### config.mk
export PLATFORM = sky130hd
export DESIGN_NAME = tone_note_player
export DESIGN_NICKNAME = d
export VERILOG_FILES = /design/src/rtl/tone_note_player.sv
export SDC_FILE = /design/constraint.sdc
export NUM_CORES = 1
export LEC_CHECK = 0
export CAP_MARGIN = 20
export CORE_UTILIZATION = 50
export CTS_CLUSTER_DIAMETER = 150
export CTS_CLUSTER_SIZE = 12
export DETAILED_ROUTE_END_ITERATION = 8
export PLACE_DENSITY = 0.74
export SLEW_MARGIN = 20
export SYNTH_ARGS = -nofsm -noshare
export SYNTH_HDL_FRONTEND = slang
export SYNTH_SLANG_ARGS = --single-unit
### constraint.sdc
create_clock -name clk -period 3.05 [get_ports clk]
set_clock_uncertainty 0.15 [all_clocks]
set_input_delay 0.915 -clock clk [delete_from_list [all_inputs] [get_ports clk]]
set_output_delay 0.915 -clock clk [all_outputs]
set_load 0.1 [all_outputs]
### src/rtl/tone_note_player.sv
// Plays an (octave, note) pair as a square wave: a 12-entry base-divider ROM sets the pitch,
// and an octave counter stretches each half-period by 256 >> octave.
module tone_note_player #(
  parameter int NOTE_DIV_W = 10,
  parameter int OCT_CNT_W  = 8
) (
  input  logic       clk,
  input  logic       rst_n,
  input  logic       in_valid,
  output logic       in_ready,
  input  logic [2:0] in_octave,
  input  logic [3:0] in_note,
  input  logic       stop,
  output logic [5:0] note_index,
  output logic       playing,
  output logic       err,
  output logic       speaker
);

  // state | meaning
  // IDLE  | silent, waiting for a note
  // LOAD  | one cycle: build note index and preload the dividers
  // PLAY  | dividers running, speaker toggling every half-period
  typedef enum logic [1:0] {IDLE, LOAD, PLAY} state_t;

  state_t                  state_q;
  logic [2:0]              oct_q;
  logic [3:0]              note_q;
  logic [5:0]              note_index_q;
  logic [NOTE_DIV_W-1:0]   cnt_note_q;
  logic [OCT_CNT_W-1:0]    cnt_oct_q;
  logic [OCT_CNT_W-1:0]    oct_reload_q;
  logic                    speaker_q;
  logic                    playing_q;
  logic                    err_q;

  logic [6:0]              in_index;
  logic [6:0]              cap_index;
  logic                    in_legal;
  logic                    xfer;
  logic [NOTE_DIV_W-1:0]   rom_div;
  logic [OCT_CNT_W-1:0]    oct_max;
  logic [OCT_CNT_W-1:0]    oct_reload_d;

  function automatic logic [NOTE_DIV_W-1:0] rom_lookup(input logic [3:0] n);
    case (n)
      4'd0:    rom_lookup = NOTE_DIV_W'(512);
      4'd1:    rom_lookup = NOTE_DIV_W'(483);
      4'd2:    rom_lookup = NOTE_DIV_W'(456);
      4'd3:    rom_lookup = NOTE_DIV_W'(431);
      4'd4:    rom_lookup = NOTE_DIV_W'(406);
      4'd5:    rom_lookup = NOTE_DIV_W'(384);
      4'd6:    rom_lookup = NOTE_DIV_W'(362);
      4'd7:    rom_lookup = NOTE_DIV_W'(342);
      4'd8:    rom_lookup = NOTE_DIV_W'(323);
      4'd9:    rom_lookup = NOTE_DIV_W'(304);
      4'd10:   rom_lookup = NOTE_DIV_W'(287);
      4'd11:   rom_lookup = NOTE_DIV_W'(271);
      default: rom_lookup = '0;
    endcase
  endfunction

  // octave*12 as (oct<<3)+(oct<<2); 7 bits so octave 7 + note 15 cannot wrap
  assign in_index  = {1'b0, in_octave, 3'b000} + {2'b00, in_octave, 2'b00} + {3'b000, in_note};
  assign cap_index = {1'b0, oct_q, 3'b000} + {2'b00, oct_q, 2'b00} + {3'b000, note_q};
  assign in_legal  = (in_note <= 4'd11) && (in_index <= 7'd63);

  // Held low during reset so a producer cannot see a transfer before the block is alive
  assign in_ready = rst_n && (state_q != LOAD) && !stop;
  assign xfer     = in_valid && in_ready;

  assign rom_div      = rom_lookup(note_q);
  assign oct_max      = '1;
  assign oct_reload_d = oct_max >> oct_q;

  always_ff @(posedge clk or negedge rst_n) begin
    if (!rst_n) begin
      state_q      <= IDLE;
      oct_q        <= '0;
      note_q       <= '0;
      note_index_q <= '0;
      cnt_note_q   <= '0;
      cnt_oct_q    <= '0;
      oct_reload_q <= '0;
      speaker_q    <= 1'b0;
      playing_q    <= 1'b0;
      err_q        <= 1'b0;
    end else begin
      err_q <= xfer && !in_legal;
      case (state_q)
        IDLE: begin
          if (xfer && in_legal) begin
            oct_q   <= in_octave;
            note_q  <= in_note;
            state_q <= LOAD;
          end
        end
        LOAD: begin
          if (stop) begin
            state_q      <= IDLE;
            speaker_q    <= 1'b0;
            playing_q    <= 1'b0;
            cnt_note_q   <= '0;
            cnt_oct_q    <= '0;
            oct_reload_q <= '0;
          end else begin
            note_index_q <= cap_index[5:0];
            cnt_note_q   <= rom_div - NOTE_DIV_W'(1);
            oct_reload_q <= oct_reload_d;
            cnt_oct_q    <= oct_reload_d;
            state_q      <= PLAY;
            playing_q    <= 1'b1;
          end
        end
        PLAY: begin
          if (stop) begin
            state_q      <= IDLE;
            speaker_q    <= 1'b0;
            playing_q    <= 1'b0;
            cnt_note_q   <= '0;
            cnt_oct_q    <= '0;
            oct_reload_q <= '0;
          end else if (xfer && in_legal) begin
            // Retrigger keeps the speaker phase; only the dividers restart
            oct_q     <= in_octave;
            note_q    <= in_note;
            state_q   <= LOAD;
            playing_q <= 1'b0;
          end else if (cnt_note_q != '0) begin
            cnt_note_q <= cnt_note_q - NOTE_DIV_W'(1);
          end else begin
            cnt_note_q <= rom_div - NOTE_DIV_W'(1);
            if (cnt_oct_q == '0) begin
              cnt_oct_q <= oct_reload_q;
              speaker_q <= ~speaker_q;
            end else begin
              cnt_oct_q <= cnt_oct_q - OCT_CNT_W'(1);
            end
          end
        end
        default: state_q <= IDLE;
      endcase
    end
  end

  assign note_index = note_index_q;
  assign playing    = playing_q;
  assign err        = err_q;
  assign speaker    = speaker_q;

endmodule

==> impl_metrics.tcl, run 1 <==
set metrics [dict create \
    status "complete, no violations" \
    worstPathRequired_ns 3.08 \
    power_frac_clock 0.163 \
    die_w_um 79.4 \
    grt_pass1_wl_um 11900 \
    yosysTopAreaCell "dfrtp_1" \
    port_buffers 20 \
    htreeDepth 2 \
    async_flop_share 1.00 \
    diodes 0 \
    hold_class "reg -> reg" \
    synth_top_flop_cell "dfrtp_1" \
    core_area_mm2 0.00564 \
    crit_path_top_delay_cell "fa_1" \
    drt_first_iter_violations 174 \
    worst_pin_slew_ns 0.663 \
    cts_tree "done" \
    postLayoutCoreUtil 0.643 \
    grt_pass1_vias 2482 \
    final_antenna_net_count 0 \
    critical-path-max-stage-delay_ns 0.52 \
    path_class "in -> reg" \
    p_leak_nw 1.63 \
    switching_power_mw 1.27 \
    synth.area.top_cells "dfrtp_1 37%, ha_1 9.2%, nand2_1 6.3%" \
    powerDensity_mw_per_mm2 757 \
    yosysWarnings 0 \
    die_y_um 79.4 \
    io_pins 21 \
    period_share 0.971 \
    area_growth_pct 21.2 \
    overflow 0 \
    cts.sinks 44 \
    timing.fmax_mhz 337 \
    worst-path-buf-inv 5 \
    synthCells 354 \
    cts_buffers 5 \
    avgRoutedWirePerCell_um 15.2 \
    drv_cap 0 \
    synth_cell_types 54 \
    root_buffer "clkbuf_8" \
    p_sw_frac 0.462 \
    gp_congestion 0.849 \
    period_needed_ns 2.96 \
    rsz0062_at_grt "yes" \
    setup_viol 0 \
    cp_top_family "compound AO/OA/AOI/OAI gates" \
    arrival_ns 2.99 \
    vias 2670 \
    max-slew-margin-rel 0.556 \
    path_clk_slew_ns 0.09 \
    comb_power_share 0.474 \
    grt_antenna_before_repair 0 \
    row_count 27 \
    cts-hold-fix-buffers 0 \
    hold_viol_final 0 \
    startpoint_type "input pin" \
    wirelength_um 7130 \
    drcViolationCount 0 \
    syn-cell-area_mm2 0.00299 \
    cp_cell_sequence "buf_6, inv_4, fa_1, inv_1, ha_2, a21o_1, a221o_1, o21ai_1, buf_4, buf_4, nor4_1, a211oi_1, o21ai_1" \
    drive_above_1_share 0.186 \
    final_cells 470 \
    initial_core_util 0.530 \
    dpl.hpwl_um 5400 \
    ys_seq_elements 44 \
    dieArea_mm2 0.00630 \
    crit_fanout 5 \
    drv_slew 0 \
    synth_area_per_cell_um2 8.45 \
    syn_nets 390 \
    intPower_mw 1.48 \
    power_frac_seq 0.362 \
    grt_usage 0.244 \
    grt_start_max_net_pins 29 \
    clockBufferDepth 2 \
    nNetsFinal 433 \
    cp-end-kind "register" \
    clk_latency_ns 0.30 \
    vias_per_cell 5.68 \
    ys_seq_area_frac 0.368 \
    synth-edff-count 0 \
    dr.pass1.iters 4 \
    ir_drop_mv 0.653 \
    synth_top_area_frac 0.368 \
    dp_cells 458 \
]
[cell type report]
type | count | area, um^2
tap | 72 | 90.1
inverter | 26 | 113
clock inverter | 2 | 35.0
clock buffer | 6 | 72.6
fill | 458 | 2010
timing repair buffer | 52 | 432
multi-input combinational | 268 | 1790
sequential | 44 | 1100
[synthesized netlist by cell type, drive strengths merged (7+ instances only)]
cell and n:
nand2 50, dfrtp 44, o21ai 38, a21oi 31, inv 25, nor2 23, ha 22, clkbuf 10
nand2b 8, nor3 7
[kinds of logic after synthesis]
| group | count (synthesis) | share of synthesized area |
|---|---|---|
| XOR/XNOR | 12 | 0.0351 |
| flip-flops | 44 | 0.368 |
| multiplexers | 2 | 0.00669 |
| AND/OR/NAND/NOR | 125 | 0.212 |
| adder cells (fa/ha/maj) | 25 | 0.112 |
| buffers and inverters | 42 | 0.0556 |
| AO/OA/AOI/OAI | 104 | 0.211 |
[path summary, 6_finish.rpt]
check / cells past startpoint / start / slack, ns / endpoint
worst min-delay path: 2 / note_index[5] / 0.34 / note_index[5]
max in group asynchronous: 2 / rst_n / 1.96 / cnt_note_q[6]
worst max-delay path: 13 / in_octave[1] / 0.09 / cnt_note_q[3]
worst min register to register: 2 / note_index[5] / 0.34 / note_index[5]
worst max register to register: 11 / note_q[1] / 0.50 / cnt_note_q[4]
min in group asynchronous: 2 / rst_n / 0.47 / note_index[3]
[sequential cells by signal, indices dropped and copies added (netlist names), 2 cells and up]
signal	flops
cnt_note_q	10
cnt_oct_q	8
note_q	4
oct_reload_q	8
oct_q	3
note_index	6
state_q	2
[through the flow]
stage	total power, mW	hold WS [ns]	TNS [ns]	setup slack (ns)	cell area (um^2)
2_1_floorplan	1.93	0.316	-0.873	-0.110	3040
3_3_place_gp	2.24	0.312	-19.35	-0.827	3450
3_5_place_dp	2.28	0.326	-21.44	-0.923	3450
4_1_cts	2.73	0.346	0	0.00654	3560
5_1_grt	2.92	0.352	-0.0222	-0.0199	3630
6_report	2.75	0.343	0	0.0869	3630
[what timing repair did]
| item | in CTS | in global routing |
|---|---|---|
| setup buffers | 1 | 3 |
| resized for setup | 16 | 12 |
| pin swaps | 5 | 7 |
| endpoints found under the setup margin | 29 | 19 |
| cloned | 0 | 0 |
[cells in the final DEF, fill, tap and decap left out, types with 6 or more instances in the layout]
master,n
nand2_1,50
dfrtp_1,44
buf_4,40
a21oi_1,28
nor2_1,23
inv_1,22
o21ai_0,22
ha_1,21
o21ai_1,15
nand2b_1,8
nor2b_1,6
nand3_1,6
o22ai_1,6
xor2_1,6
xnor2_1,6
[worst min-delay path, delay by kind of cell (launching register included)]
kind | cells | cell delay (ns)
compound gates | 1 | 0.06
flops | 1 | 0.35
simple gates | 1 | 0.04
[routing by layer]
metal	routed length [um]	global-route usage	up-vias
li1	-	-	1326
met1	3480	0.338	1286
met2	3360	0.397	51
met3	195	0.0287	7
met4	93	0.0764	0
met5	0	0	-
[power by group through the flow]
stage	registers, mW	clock network [mW]	logic (mW)
final	0.995	0.448	1.30
after global routing	1.03	0.470	1.43
after CTS	0.992	0.451	1.29
after detailed placement	1.00	0	1.28
after global placement	0.991	0	1.25
after floorplan	1.18	0	0.750
Note: power is estimated with default switching activity, not from simulation.
==> run 2: changes to the inputs <==
--- a/config.mk
+++ b/config.mk
@@ -9,2 +9,3 @@
 export CORE_UTILIZATION = 50
+export CTS_BUF_LIST = sky130_fd_sc_hd__clkbuf_16
 export CTS_CLUSTER_DIAMETER = 150
==> constraint.sdc (replaced) <==
create_clock -name clk -period 3.05 [get_ports clk]
set_clock_uncertainty 0.15 [all_clocks]
set_input_delay 0.61 -clock clk [delete_from_list [all_inputs] [get_ports clk]]
set_output_delay 0.61 -clock clk [all_outputs]
set_load 0.1 [all_outputs]
==> impl_metrics.tcl, run 2 (synthesis gave the netlist of run 1 again) <==
set metrics [dict create \
    period_needed_ns 2.89 \
    final_common_cell "nand2_1" \
    cts_setup_buffers 0 \
    port_buffers 20 \
    area_growth_pct 18.7 \
    die_y_um 79.4 \
    drv_cap 0 \
    gp_congestion 0.877 \
    grt_antenna_before_repair 0 \
    clk_latency_ns 0.28 \
    crit_fanout 9 \
    final_cell_mix "50 x nand2_1, 44 x dfrtp_1, 31 x buf_4" \
    drt_first_iter_violations 308 \
    hold_class "in -> async" \
    worstPathRequired_ns 3.11 \
    tns_ns 0 \
    final_antenna_net_count 0 \
    path_clk_slew_ns 0.06 \
    ir_drop_mv 0.633 \
    period_share 0.948 \
    vias 2691 \
    grt_pass1_vias 2531 \
    root_buffer "clkbuf_16" \
    dpl.hpwl_um 5280 \
    dieArea_mm2 0.00630 \
    largest_reg_flops 10 \
    core_area_mm2 0.00564 \
    powerDensity_mw_per_mm2 813 \
    initial_core_util 0.530 \
    diodes 0 \
    setup_viol 0 \
    drv_slew 0 \
    nNetsFinal 424 \
    p_leak_nw 1.60 \
    largest_register "cnt_note_q" \
    io_pins 21 \
    cts.sinks 44 \
    avgRoutedWirePerCell_um 15.7 \
    die_w_um 79.4 \
    largestRegisters "cnt_note_q (10), cnt_oct_q (8), oct_reload_q (8)" \
    cp-end-kind "register" \
    hold_viol_final 0 \
    p_total_mw 2.89 \
    grt_usage 0.249 \
    cts_tree "done" \
    drive_above_1_share 0.141 \
    drcViolationCount 0 \
    cts_buffers 5 \
    overflow 0 \
    vias_per_cell 5.84 \
    max-slew-margin-rel 0.548 \
    path_class "in -> reg" \
    cts-hold-fix-buffers 0 \
    status "complete, no violations" \
    arrival_ns 2.95 \
    grt_start_max_net_pins 33 \
    layout_setup_ws_ns 0.160 \
    worst_pin_slew_ns 0.677 \
    dr.pass1.iters 5 \
    htreeDepth 2 \
    whs_ns 0.0685 \
    rsz0062_at_grt "no" \
    timing.fmax_mhz 346 \
    clockBufferDepth 2 \
    startpoint_type "input pin" \
    wirelength_um 7240 \
    row_count 27 \
    r2r_slack_ns 0.54 \
    post-place-ws_ns -0.568 \
    grt_pass1_wl_um 12000 \
]
[run 2: area by class of cell]
| type | instances | area (um^2) |
|---|---|---|
| Clock buffer | 5 | 125 |
| Clock inverter | 3 | 37.5 |
| Fill cell | 459 | 2090 |
| Inverter | 26 | 103 |
| Multi-Input combinational cell | 268 | 1730 |
| Sequential cell | 44 | 1100 |
| Tap cell | 72 | 90.1 |
| Timing Repair Buffer | 43 | 362 |
[run 2: power breakdown]
| part | total (mW) | internal, mW | switching, mW | leakage (nW) |
|---|---|---|---|---|
| Sequential | 0.995 | 0.766 | 0.229 | 0.556 |
| Combinational | 1.29 | 0.462 | 0.831 | 0.965 |
| Clock | 0.599 | 0.381 | 0.218 | 0.0789 |
| Total | 2.89 | 1.61 | 1.28 | 1.60 |
[run 2: routing by layer]
metal	global-route usage	vias to the layer above	wire length, um
li1	-	1319	-
met2	0.408	81	3520
met4	0.0945	0	126
met1	0.330	1279	3290
met5	0	-	0
met3	0.0391	12	303
[run 2: through the flow]
step	area, um^2	util	instances
finish	3550	0.630	461
global route	3550	0.630	461
CTS	3550	0.630	461
detailed placement	3390	0.601	453
global placement	3390	0.601	453
floorplan	3000	-	354
[run 2: critical path: stages]
cell	delay (ns)
clkdlybuf4s50_1	0.43
ha_1	0.28
inv_1	0.04
ha_1	0.29
a21o_1	0.16
a221o_1	0.35
or4_4	0.56
clkinv_4	0.10
nand2_1	0.06
o21ai_1	0.08
[run 2: final timing paths]
kind                               startpoint       endpoint  cells after the start
worst max-delay path             in_octave[2]       oct_q[2]                     10
worst min-delay path                    rst_n  note_index[3]                      1
worst max register to register      note_q[1]  cnt_note_q[4]                     11
worst min register to register  note_index[2]  note_index[2]                      2
max in group asynchronous               rst_n  cnt_note_q[4]                      2
min in group clk                note_index[2]  note_index[2]                      2
[run 2: what timing repair did]
action | 4_1_cts | 5_1_grt
endpoints found under the hold margin | 0 | 0
pin swaps | 1 | 3
setup endpoints to repair | 24 | 1
gates resized for setup | 8 | 3
==> run 3: changes to the inputs <==
Settings changed: CTS_BUF_LIST sky130_fd_sc_hd__clkbuf_16 to default.
==> impl_metrics.tcl, run 3 (synthesis gave the netlist of run 1 again) <==
set metrics [dict create \
    port_buffers 20 \
    p_leak_nw 1.59 \
    grtUsageMet2 0.399 \
    cts_setup_buffers 0 \
    root_buffer "clkbuf_8" \
    grt_pass1_vias 2459 \
    core_area_mm2 0.00564 \
    cts_buffers 5 \
    worstPathRequired_ns 3.07 \
    grt_start_max_net_pins 33 \
    grt_pass1_wl_um 11700 \
    drcViolationCount 0 \
    rsz0062_at_grt "no" \
    grt_usage 0.242 \
    crit_end "cnt_note_q[3]" \
    drv_slew 0 \
    r2r_slack_ns 0.55 \
    r2r-start "note_q[1]" \
    dieArea_mm2 0.00630 \
    status "complete, no violations" \
    clk_latency_ns 0.30 \
    initial_core_util 0.530 \
    timing.fmax_mhz 346 \
    cp-end-kind "register" \
    drive_above_1_share 0.147 \
    arrival_ns 2.91 \
    area_growth_pct 17.4 \
    drv_cap 0 \
    postLayoutCoreUtil 0.623 \
    worst_pin_slew_ns 0.663 \
    crit_fanout 5 \
    dpl.hpwl_um 5280 \
    final_common_cell "nand2_1" \
    dr.pass1.iters 5 \
    cts_tree "done" \
    largestRegisters "cnt_note_q (10), cnt_oct_q (8), oct_reload_q (8)" \
    fillCellCount 459 \
    powerDensity_mw_per_mm2 789 \
    nNetsFinal 424 \
    htreeDepth 2 \
    hold_viol_final 0 \
    die_y_um 79.4 \
    vias 2656 \
    final_cell_mix "50 x nand2_1, 44 x dfrtp_1, 31 x buf_4" \
    clockBufferDepth 2 \
    die_w_um 79.4 \
    vias_per_cell 5.76 \
    drt_first_iter_violations 253 \
    io_pins 21 \
    gp_congestion 0.877 \
    grt_antenna_before_repair 0 \
    path_clk_slew_ns 0.09 \
    overflow 0 \
    reg2regPathDepth 11 \
    period_needed_ns 2.89 \
    diodes 0 \
    final_antenna_net_count 0 \
    final_cell_area_mm2 0.00351 \
    avgRoutedWirePerCell_um 15.3 \
    wirelength_um 7060 \
    row_count 27 \
    startpoint_type "input pin" \
    r2r_end "cnt_note_q[4]" \
    largest_register "cnt_note_q" \
    grt-busiest-layer "met2" \
    max-slew-margin-rel 0.557 \
    ir_drop_mv 0.637 \
    whs_ns 0.0448 \
    crit_path_start "in_octave[1]" \
    largest_reg_flops 10 \
    setup_viol 0 \
    placed_area_mm2 0.00339 \
    use_met1 0.329 \
    path_class "in -> reg" \
    use_met3 0.0345 \
    cts.sinks 44 \
    period_share 0.947 \
    hold_class "in -> async" \
]
-- run 3: cell types whose count changed in the layout (fill, tap and decap cells not counted) --
cell,change
clkinv_1,-2
clkbuf_8,+7
clkbuf_16,-5
dlygate4sd2_1,+1
clkdlybuf4s15_1,-1
-- run 3: layout make-up --
type / count / area (um^2) / area share
inverters: 26 / 103 / 0.0292
flip-flops and latches: 44 / 1100 / 0.313
repair buffers: 43 / 360 / 0.103
well taps: 72 / 90.1 / 0.0256
clock buffers: 7 / 96.3 / 0.0274
multi-input cells: 268 / 1730 / 0.493
clock inverters: 1 / 30.0 / 0.00854
-- run 3: per-stage QoR --
stage	instances	setup slack (ns)	TNS, ns	total power, mW
floorplan	354	0.0671	0	1.93
global placement	453	-0.466	-9.16	2.24
detailed placement	453	-0.568	-11.12	2.26
CTS	461	0.174	0	2.77
global route	461	0.00972	0	2.95
finish	461	0.161	0	2.77
-- run 3: worst max-delay path: stages --
cell and delay, ns:
dlygate4sd2_1 0.22, inv_2 0.05, fa_1 0.52, inv_1 0.05, ha_1 0.19, a21o_1 0.17
a221o_1 0.35, o21ai_1 0.16, buf_4 0.15, buf_4 0.11, nor4_1 0.04, a211oi_1 0.19
o21ai_1 0.10
-- run 3: how the worst min path moves through the flow --
stage / endpoint / slack, ns / depth (start not counted)
final: note_index[3] / 0.04 / 1
after global routing: note_index[3] / 0.07 / 1
after detailed placement: note_index[3] / 0.31 / 2
after floorplan: cnt_note_q[0] / 0.16 / 0
after global placement: note_index[2] / 0.31 / 2
after CTS: note_index[3] / 0.05 / 1
-- run 3: power by group --
| part | leakage [nW] | switching [mW] | internal [mW] |
|---|---|---|---|
| clock network | 0.0645 | 0.203 | 0.289 |
| logic | 0.965 | 0.830 | 0.462 |
| registers | 0.556 | 0.226 | 0.765 |
-- run 3: routing by layer --
layer / up-vias / routed length, um
met5: - / 0
met4: 0 / 127
met3: 13 / 254
met2: 76 / 3370
met1: 1257 / 3300
li1: 1310 / -
-- run 3: timing repair --
item                                    CTS  global route
hold buffers                              0             0
resized for setup                         8             2
endpoints found under the setup margin   23             1
pin swaps                                 2             3
cloned                                    0             0
==> RTL change 1: new RTL, flow settings as in run 2 <==
Remove the register `err_q`: a continuous assignment takes its place, so the output `err` follows one clock earlier.
--- a/src/rtl/tone_note_player.sv
+++ b/src/rtl/tone_note_player.sv
@@ -85,7 +85,5 @@
       speaker_q    <= 1'b0;
       playing_q    <= 1'b0;
-      err_q        <= 1'b0;
     end else begin
-      err_q <= xfer && !in_legal;
       case (state_q)
         IDLE: begin
@@ -144,4 +142,6 @@
   end
 
+  assign err_q = xfer && !in_legal;
+
   assign note_index = note_index_q;
   assign playing    = playing_q;
Check against the original RTL: not equivalent (Yosys sat finds a counterexample within 4 cycles, from zero or initial values and one cycle with rst_n low).
==> RTL change 1 against run 2 <==
  * Sequential power shrank 3.2%
  * Worst setup slack worse by 0.13 ns
  * Sequential share of layout area decreased by 1.3 points
  * Sequential cell count decreased by 1
  * Routed wire length fell by 0.21%
  * Total power rose by 0.27%
  * Register-to-register slack better by 0.02 ns
  * Design area up 2.1%
  * Area after synthesis decreased by 0.84%
==> RTL change 1: results <==
[drt]
m1WireLength_microns = 3260
first_pass_iters = 4
via_per_inst = 5.71
first_iter_violations = 227
routedWlPerCell_microns = 15.5
vias = 2668

[synth]
ys_top_cells_by_count = "50 x nand2_1, 43 x dfrtp_1, 30 x a21oi_1"
synth_xor_area_frac = 0.0354
synthMuxAreaShare = 0.00675
synth_compound_area_frac = 0.212
yosysSeqAreaShare = 0.363
netlist_top_cells_area = "dfrtp_1 36%, ha_1 9.3%, nand2_1 6.3%, a21oi_1 5.1%, o21ai_0 3.7%"
synth_fp_nets = 389
netlist_instances = 353

[layout]
final_nets = 430
fillCellCount = 488

[worst_setup_path]
critPathSlowestCell = "fa_2"
crit_end = "err"
cp_max_fo = 2
cp_top_family = "adder cells"
worstPathArrival_ns = 2.26
critPathLaunch = "in_note[3]"
r2r_slack_ns = 0.56

[timing]
fin_crit_ns = 3.02
max-slew-margin-rel = 0.597
holdWs_ns = 0.128

[status]
status = "finished, final reports clean"

[power_and_ir_drop]
peakVddDrop_mv = 0.575
leakagePower_nw = 1.63

[place]
pre_cts_ws_ns = -0.583
hpwl_microns = 5370
place.gp.congestion = 0.857

[global_route]
grt_max_degree = 32
grt_use_met2 = 0.427
grt_util_met3 = 0.0494
RTL change 1: area by class of cell:
cell class              instances  area [sq um]  area share
clock inverters                 3          38.8      0.0107
well taps                      72          90.1      0.0248
inverters                      26           101      0.0279
clock buffers                   5           125      0.0345
repair buffers                 50           440       0.121
multi-input cells             268          1760       0.484
flip-flops and latches         43          1080       0.297
RTL change 1: power by group:
part	switching (mW)	leakage (nW)	internal (mW)	total, mW
combinational	0.851	1.01	0.479	1.33
sequential	0.210	0.542	0.753	0.963
clock	0.221	0.0812	0.382	0.603
RTL change 1: cells by family after synthesis:
group / Yosys count
adder cells (fa/ha/maj): 25
multiplexers: 2
AO/OA/AOI/OAI: 104
AND/OR/NAND/NOR: 125
flip-flops: 43
buffers and inverters: 42
XOR/XNOR: 12
RTL change 1: repair_timing:
item,CTS,global route
gates resized for setup,17,10
setup endpoints to repair,27,6
buffers inserted,3,1
pin swaps,3,5
hold buffers,0,0
==> RTL change 2: new RTL, config.mk and constraints of run 2 <==
Without the edit above. Set the parameter `NOTE_DIV_W` to 5 (it was 10).
--- a/src/rtl/tone_note_player.sv
+++ b/src/rtl/tone_note_player.sv
@@ -2,5 +2,5 @@
 // and an octave counter stretches each half-period by 256 >> octave.
 module tone_note_player #(
-  parameter int NOTE_DIV_W = 10,
+  parameter int NOTE_DIV_W = 5,
   parameter int OCT_CNT_W  = 8
 ) (
Formal check against the unedited RTL: no difference found for any inputs over 10 cycles, from zero or initial values and one cycle with rst_n low; that may be too few to reach the edited logic, so the function may still have changed.
==> RTL change 2 against run 2 <==
  * Synthesized cell count is 17% lower
  * Routed wire length is 23% lower
  * Total power is 13% lower
  * Area after synthesis is 14% lower
  * Sequential cell count is 5 lower
  * Design area is 15% lower
  * Worst setup slack worse by 0.0073 ns
  * Largest cell class unchanged
  * Sequential power is 13% lower
  * First-iteration DRC count is 54% lower
  * Clock power is 21% lower
  * Worst hold slack better by 0.26 ns
  * Via count is 21% lower
==> RTL change 2: results <==
[drt]
first_pass_iters = 4
first_iter_violations = 143
routedWlPerCell_microns = 14.4
vias = 2119

[global_route]
grt_pass1_wl_microns = 9630
track_usage = 0.239
grt_max_degree = 37
grt_pass1_vias = 1993

[synth]
ys_top_cells_by_count = "41 x nand2_1, 39 x dfrtp_1, 33 x o21ai_0"
netlist_top_cells_area = "dfrtp_1 38%, ha_1 9.3%, o21ai_0 6.4%, nand2_1 6.0%, inv_1 3.8%"
synth_fp_nets = 327
yosysSeqAreaShare = 0.380
synth_compound_area_frac = 0.182
yosys_warnings = 0
yosys.area_share.adder = 0.116
ys_types = 48
synthMuxAreaShare = 0.0404

[clock_network]
cts_buffers = 5

[timing]
worstMarginPinSlew_ns = 0.631
holdWs_ns = 0.333
slew_viol_final = 0

[worst_setup_path]
crit_end = "note_q[3]"
cp_top_family = "adder cells"
cp_max_fo = 4
ff2ff_path_depth = 8
worstPathArrival_ns = 2.91
critPathSlowestCell = "fa_1"
critPathLaunch = "in_octave[0]"
r2r_slack_ns = 0.51
slowest_delay_ns = 0.53

[place]
place.gp.congestion = 0.799
hpwl_microns = 4140
port-buffer-count = 20

[layout]
final_nets = 355
drive_gt1_frac = 0.128

[power_and_ir_drop]
peakVddDrop_mv = 0.548
leakagePower_nw = 1.40

[hold_path]
holdCritPathClass = "reg2reg"

[status]
status = "finished, final reports clean"
[RTL change 2: stage by stage]
| step | cells | area, sq um | worst slack [ns] | TNS [ns] |
|---|---|---|---|---|
| final | 388 | 3020 | 0.152 | 0 |
| after global routing | 388 | 3020 | 0.00361 | 0 |
| after CTS | 388 | 3020 | 0.146 | 0 |
| after detailed placement | 381 | 2890 | -0.338 | -6.49 |
| after global placement | 381 | 2890 | -0.275 | -5.00 |
| after floorplan | 294 | 2580 | 0.0405 | 0 |
[RTL change 2: power by group]
part           total [mW]  internal (mW)  switching, mW  leakage (nW)
clock               0.474          0.290          0.184        0.0669
sequential          0.866          0.681          0.185         0.502
combinational        1.17          0.424          0.748         0.836
[RTL change 2: cell families after synthesis]
kind of cell,after synthesis
xor gates and xnor gates,8
adders and majority gates,22
muxes,10
DFF,39
and+or+nand+nor,101
AOI/OAI and AO/OA,73
buffers and inverters,41
[RTL change 2: cell type report]
type | count | area, sq um
repair buffers | 36 | 302
inverters | 26 | 97.6
clock inverters | 1 | 3.75
fillers | 422 | 1800
multi-input cells | 214 | 1430
clock buffers | 5 | 125
well taps | 67 | 83.8
flip-flops and latches | 39 | 976
[RTL change 2: worst min-delay path, cell delays in order, from the launching register on]
cell and delay [ns]:
dfrtp_1 0.35, nand2_1 0.05, nand2_1 0.05
[RTL change 2: what timing repair did]
item | CTS | global route
endpoints found under the hold margin | 3 | 0
setup endpoints to repair | 9 | 0
resized for setup | 6 | 0
hold buffers | 1 | 0
[RTL change 2: metal layers]
layer  vias to the layer above  wire [microns]  GRT usage
met5                         -               0          0
met3                         5             151     0.0453
met4                         0              63     0.0577
met1                      1008            2690      0.324
li1                       1072               -          -
met2                        34            2700      0.396
